### config.mk
export PLATFORM = sky130hd
export DESIGN_NAME = seq_detector
export DESIGN_NICKNAME = d
export VERILOG_FILES = /design/src/rtl/seq_pkg.sv /design/src/rtl/sat_counter.sv /design/src/rtl/seq_detector.sv
export SDC_FILE = /design/constraint.sdc
export NUM_CORES = 1
export LEC_CHECK = 0
export CAP_MARGIN = 20
export CORE_MARGIN = 5
export CORE_UTILIZATION = 45
export DETAILED_ROUTE_END_ITERATION = 10
export PLACE_DENSITY = 0.81
export SYNTH_ARGS = -nofsm -noshare
export SYNTH_HDL_FRONTEND = slang
export SYNTH_HIERARCHICAL = 1
export SYNTH_SLANG_ARGS = --single-unit
### constraint.sdc
create_clock -name clk -period 3.4 [get_ports clk]
set_input_delay 0.68 -clock clk [delete_from_list [all_inputs] [get_ports clk]]
set_output_delay 0.68 -clock clk [all_outputs]
set_load 0.03 [all_outputs]
### src/rtl/seq_pkg.sv
// rtl/seq_pkg.sv - shared helpers and constants for the sequence detector
//
// Purpose: progress-width helper, default pattern constant and a symbol-slice
// helper for packed patterns (symbol i lives at bits [i*W +: W]).
package seq_pkg;

  // Upper bounds for the slice helper; a pattern is zero-extended to PAT_MAX
  // bits before slicing, and one symbol is returned in SYM_MAX bits.
  localparam int PAT_MAX = 256;
  localparam int SYM_MAX = 32;

  // Default pattern 1,2,3 with W=2: symbol 0 in the low bits.
  localparam logic [5:0] DEF_PAT_C = 6'h39;

  // Bits needed to hold a progress value in 0..len.
  function automatic int prog_w(input int len);
    return (len < 1) ? 1 : $clog2(len + 1);
  endfunction

  // Symbol idx of a packed pattern with w-bit symbols. Indices past the end
  // of the real pattern read the zero extension, which never matches a
  // non-idle input.
  function automatic logic [SYM_MAX-1:0] pat_sym(input logic [PAT_MAX-1:0] pat,
                                                 input int w, input int idx);
    logic [PAT_MAX-1:0] sh;
    logic [SYM_MAX-1:0] mask;
    sh   = pat >> (idx * w);
    mask = (SYM_MAX'(1) << w) - SYM_MAX'(1);
    return sh[SYM_MAX-1:0] & mask;
  endfunction

endpackage

### src/rtl/sat_counter.sv
// rtl/sat_counter.sv - saturating up-counter with synchronous clear
//
// Purpose: counts inc pulses, sticks at all-ones.
// Ports: clk, rst_n (async active-low), inc (count one), clr (zero, wins
// over inc), count (current value).
module sat_counter #(
  parameter int CNT_W = 8
) (
  input  logic             clk,
  input  logic             rst_n,
  input  logic             inc,
  input  logic             clr,
  output logic [CNT_W-1:0] count
);

  logic [CNT_W-1:0] count_q;
  logic [CNT_W-1:0] count_d;

  always_comb begin
    count_d = count_q;
    if (clr) begin
      count_d = '0;
    end else if (inc && (count_q != {CNT_W{1'b1}})) begin
      count_d = count_q + 1'b1;
    end
  end

  always_ff @(posedge clk or negedge rst_n) begin
    if (!rst_n) begin
      count_q <= '0;
    end else begin
      count_q <= count_d;
    end
  end

  assign count = count_q;

endmodule

### src/rtl/seq_detector.sv
// rtl/seq_detector.sv - programmable streaming sequence detector
//
// Purpose: flags when LEN non-idle symbols matching the pattern register
// arrive in order; idle (0) symbols are skipped.
// Ports: clk, rst_n (async active-low), in_valid/num (symbol stream),
// clr (clear progress/ans/hit_count), pat_load/pat_data (reprogram pattern),
// ans (detection flag), progress (symbols matched), hit_count (saturating).
module seq_detector
  import seq_pkg::*;
#(
  parameter int              W       = 2,
  parameter int              LEN     = 3,
  parameter bit              STICKY  = 1'b1,
  parameter int              CNT_W   = 8,
  parameter logic [W*LEN-1:0] DEF_PAT = DEF_PAT_C
) (
  input  logic                      clk,
  input  logic                      rst_n,
  input  logic                      in_valid,
  input  logic [W-1:0]              num,
  input  logic                      clr,
  input  logic                      pat_load,
  input  logic [W*LEN-1:0]          pat_data,
  output logic                      ans,
  output logic [prog_w(LEN)-1:0]    progress,
  output logic [CNT_W-1:0]          hit_count
);

  localparam int PW = prog_w(LEN);

  logic [W*LEN-1:0]   pat_q, pat_d;
  logic [PW-1:0]      progress_q, progress_d;
  logic               ans_q, ans_d;
  logic               hit;
  logic [PAT_MAX-1:0] pat_ext;
  logic [W-1:0]       sym_cur;
  logic [W-1:0]       sym_first;

  assign pat_ext   = PAT_MAX'(pat_q);
  assign sym_cur   = W'(pat_sym(pat_ext, W, int'(progress_q)));
  assign sym_first = W'(pat_sym(pat_ext, W, 0));

  always_comb begin
    pat_d      = pat_q;
    progress_d = progress_q;
    // Pulse mode drops ans every cycle unless a new hit re-raises it.
    ans_d      = STICKY ? ans_q : 1'b0;
    hit        = 1'b0;

    if (pat_load) begin
      pat_d      = pat_data;
      progress_d = '0;
      ans_d      = 1'b0;
    end else if (clr) begin
      progress_d = '0;
      ans_d      = 1'b0;
    end else if (in_valid && (num != '0) && !(STICKY && ans_q)) begin
      // A latched sticky hit ignores the stream until clr or pat_load.
      if (num == sym_cur) begin
        if (progress_q == PW'(LEN - 1)) begin
          hit = 1'b1;
        end else begin
          progress_d = progress_q + 1'b1;
        end
      end else if (num == sym_first) begin
        // Mismatch restarts on the first symbol rather than dropping it.
        if (LEN == 1) begin
          hit = 1'b1;
        end else begin
          progress_d = PW'(1);
        end
      end else begin
        progress_d = '0;
      end

      if (hit) begin
        ans_d      = 1'b1;
        progress_d = STICKY ? PW'(LEN) : '0;
      end
    end
  end

  always_ff @(posedge clk or negedge rst_n) begin
    if (!rst_n) begin
      pat_q      <= DEF_PAT;
      progress_q <= '0;
      ans_q      <= 1'b0;
    end else begin
      pat_q      <= pat_d;
      progress_q <= progress_d;
      ans_q      <= ans_d;
    end
  end

  // clr clears the count even when pat_load takes the rest of the edge;
  // hit is only ever raised when neither is present.
  sat_counter #(
    .CNT_W (CNT_W)
  ) u_hit_cnt (
    .clk   (clk),
    .rst_n (rst_n),
    .inc   (hit),
    .clr   (clr),
    .count (hit_count)
  );

  assign ans      = ans_q;
  assign progress = progress_q;

endmodule

==> metrics list <==
- Overall die area: ~3200 µm²
- The clock arrives with approximately 0.0037 ns of skew.
- For this block, the initial DRC count from the detailed router was 20.
- Detailed placement ended at an HPWL of 1562 µm.
- The worst-case IR drop observed on VDD is approximately 230 µV.
- Via count of the first global-routing pass: 828
* Library cells used by synthesis: 38
* Critical path class: in2reg
- Clock tree synthesis found a total of 17 sinks.
* Antenna violations before repair: 0
- Counting cells, the worst reg-to-reg path comes to 8.
- The routed design has 2076 µm of wire.
- Power comes to 0.3892 mW.
- For this design the ratio of total power to cell area is 308.3 nW/µm².
* Clock tree from TritonCTS: done
- In this run the standard cell core region covers 2022 µm².
- The count of buffers added on input and output ports is 23.
- Post-synthesis async set-or-reset flop share: 100.0%
* Detail Route Antenna Nets: 0
- Synthesis produced 101 cells.
- CP startpoint kind: input pin
- The post-route netlist has about 16% of its cells at a drive strength greater than 1.
* Minimum period implied by the final worst setup slack: approximately 2.7 ns
- Gates resized during post-CTS repair numbered 0.
- Main synth FF type: sky130_fd_sc_hd__dfrtp_1
- Residual DRC count: 0
- The number of hold-slack violations in the final timing report is 0.
- Status: completed
* Cells traversed along the worst timing path: clkdlybuf4s50_1 -> nor2_1 -> nand3_1 -> nor2_1 -> nand3_1 -> a2111oi_0 -> nor3b_1
- Relative to the synthesized area, the layout overhead comes to 29.19%.
* Setup Buffers After CTS: 0
- In the final timing run, aggregate negative setup slack is 0 ns.
- The die is about 57 µm tall.
* Class of the worst hold path: reg2reg
- Synthesized netlist net count: 116
- The number of pins exceeding their max-slew limit in the final report came to 0.
- Top post-synthesis cells by area: sky130_fd_sc_hd__dfrtp_1, sky130_fd_sc_hd__dfstp_2, sky130_fd_sc_hd__mux2_2
- Sequential cell area fraction in the yosys report: 44.05%
* RSZ-0062 raised after global routing: false
* Combined global-route utilization of all metal layers: 13.97%
- CTS root buffer: sky130_fd_sc_hd__clkbuf_4
- The Yosys step of the flow raised 6 warnings.
- Routed via count divided by cell count: 5.542
* WL per Instance: 13.57 µm
- Number of top-level pins: 24
* Maximum clock path buffer count: 2
- Die boundary width: between 50 and 60 µm
- The repair_antennas step left the layout with diodes totalling 0.
- Lkg Pwr: 0.4932 nW
- Critical-path top delay cell: sky130_fd_sc_hd__clkdlybuf4s50_1
- In this run the tightest slew margin relative to its limit is 48.56%.
- The average instance in the mapped netlist occupies slightly below 10 µm².
* Detailed-routing iteration count for the pre-antenna-repair pass: 5
* Wire length of the first global-routing pass: roughly 3500 µm
* Critical Path RT: 3.57 ns
- Hold repair after CTS inserted 0 buffers.
- In this run the number of H-tree levels came out at 1.
* Worst hold path stage count: 2
- Synthesized cell area: between 900 and 1000 µm²
* Maximum operating frequency: 364.6 MHz
- For this run, the slowest stage of the critical path takes 0.56 ns.
- Most common library cells after synthesis: sky130_fd_sc_hd__dfrtp_1, sky130_fd_sc_hd__inv_1, sky130_fd_sc_hd__nand2_1
* Clock latency on the worst-skew pair: 0.29 ns
* Vias after detailed routing: 848
- Summed over all layers, the global routing overflow is 0.
- Clock-pin transition on the worst setup and hold timing paths: ~0.10 ns
* Library cell with the highest instance count after synthesis: sky130_fd_sc_hd__dfrtp_1
* #FFs+latches synth: 17
- Final clock period utilization by the worst path: 80.66%
- Max capacitance violation total: 0
* Initial core utilization: 48.33%
- Along the worst path, the maximum fanout reaches 9.
* Arrival time of data at the critical path endpoint: 2.92 ns
* Kind of end point of the critical path: flop
- Top-area cell type share of the netlist area: about a third
- Largest net degree at the start of global routing: 18
* Weighted congestion at the end of routability-driven global placement: 0.8797
- At the end of the flow, the number of nets in the layout was 142.
- Number of flops mapped to enable cells by yosys: 0
- Inserted Clock Buffers: 3
* Final setup vio count: 0
- For the pin with the worst max-slew slack, the measured transition is a little under 0.8 ns.
- The biggest area contributor in the post-synthesis netlist is sky130_fd_sc_hd__dfrtp_1.
- The initialized floorplan defines 16 standard-cell rows.
==> kinds of logic after synthesis <==
family                     after synthesis  synth area share (%)
adders and majority gates                2                 2.560
and+or+nand+nor                         39                 22.79
muxes                                   10                 11.52
xor gates and xnor gates                 2                 1.793
AOI/OAI and AO/OA                       21                 13.19
DFF                                     17                 44.05
buffers and inverters                   10                 4.097
==> state kept, by name (all words and copies together) (netlist names) <==
| signal | cells |
|---|---|
| progress | 2 |
| ans | 1 |
| u_hit_cnt/count | 8 |
| pat_q | 6 |
==> cell usage in the layout (no fill, tap or decap), types with 2 or more instances in the layout <==
master	synthesis	routed
sky130_fd_sc_hd__nor2b_1	3	3
sky130_fd_sc_hd__a21oi_1	3	3
sky130_fd_sc_hd__mux2_2	6	6
sky130_fd_sc_hd__inv_1	7	7
sky130_fd_sc_hd__nand3_1	5	5
sky130_fd_sc_hd__nor2_1	5	5
sky130_fd_sc_hd__xnor2_1	2	2
sky130_fd_sc_hd__clkbuf_4	0	3
sky130_fd_sc_hd__clkdlybuf4s50_1	0	23
sky130_fd_sc_hd__nand3b_1	2	2
sky130_fd_sc_hd__a31oi_1	3	3
sky130_fd_sc_hd__nand2b_1	3	3
sky130_fd_sc_hd__o21ai_0	6	6
sky130_fd_sc_hd__nand2_1	7	7
sky130_fd_sc_hd__dfrtp_1	13	13
sky130_fd_sc_hd__ha_1	2	2
sky130_fd_sc_hd__mux2i_1	3	3
sky130_fd_sc_hd__dfstp_2	4	4
sky130_fd_sc_hd__o21ai_1	2	2
sky130_fd_sc_hd__nor3_1	4	4
==> report_power, final <==
part / switching [mW] / internal (mW) / leakage [nW]
clock: 0.0660 / 0.0438 / 0.0177
combinational: 0.0280 / 0.0315 / 0.256
sequential: 0.00636 / 0.214 / 0.219
==> critical path, delay by kind of cell <==
family	cells	cell delay, ns
AOI/OAI and AO/OA	1	0.48
and+or+nand+nor	5	1.20
buffers and inverters	1	0.56
==> metal layers <==
metal  global-route usage (%)  wire length (µm)  vias to the layer above
li1                         -                 -                      413
met1                    17.30               912                      404
met2                    23.10              1049                       29
met3                    3.670                91                        2
met4                    5.085                23                        0
met5                        0                 0                        -
==> final timing paths <==
path / start / endpoint / slack (ns)
hold / removal: pat_q[0]$_DFFE_PN1P_ / pat_q[0]$_DFFE_PN1P_ / 0.53
setup / recovery: pat_load / u_hit_cnt/count[5]$_DFFE_PN0P_ / 0.66
max in group asynchronous: rst_n / pat_q[1]$_DFFE_PN0P_ / 2.09
setup reg to reg: progress[1]$_DFFE_PN0P_ / u_hit_cnt/count[5]$_DFFE_PN0P_ / 0.96
min in group asynchronous: rst_n / u_hit_cnt/count[4]$_DFFE_PN0P_ / 0.83
hold reg to reg: pat_q[0]$_DFFE_PN1P_ / pat_q[0]$_DFFE_PN1P_ / 0.53
==> per-stage QoR <==
step | instance area, µm² | cells | hold slack (ns) | worst slack, ns | util [%]
floorplan | 977.2 | 101 | 0.3844 | 1.247 | -
global placement | 1235 | 149 | 0.4965 | 0.5109 | 61.08
detailed placement | 1235 | 149 | 0.5088 | 0.4165 | 61.08
CTS | 1262 | 153 | 0.5273 | 0.7396 | 62.44
global route | 1262 | 153 | 0.5709 | 0.4636 | 62.44
finish | 1262 | 153 | 0.5256 | 0.6574 | 62.44
==> area by class of cell <==
class,instances,area [µm²]
clock buffers,3,22.52
clock inverters,1,5.005
fillers,170,759.5
inverters,7,26.28
multi-input cells,74,506.7
flip-flops and latches,17,430.4
well taps,27,33.78
repair buffers,24,237.7
No activity file was read; power rests on OpenSTA's default activity.
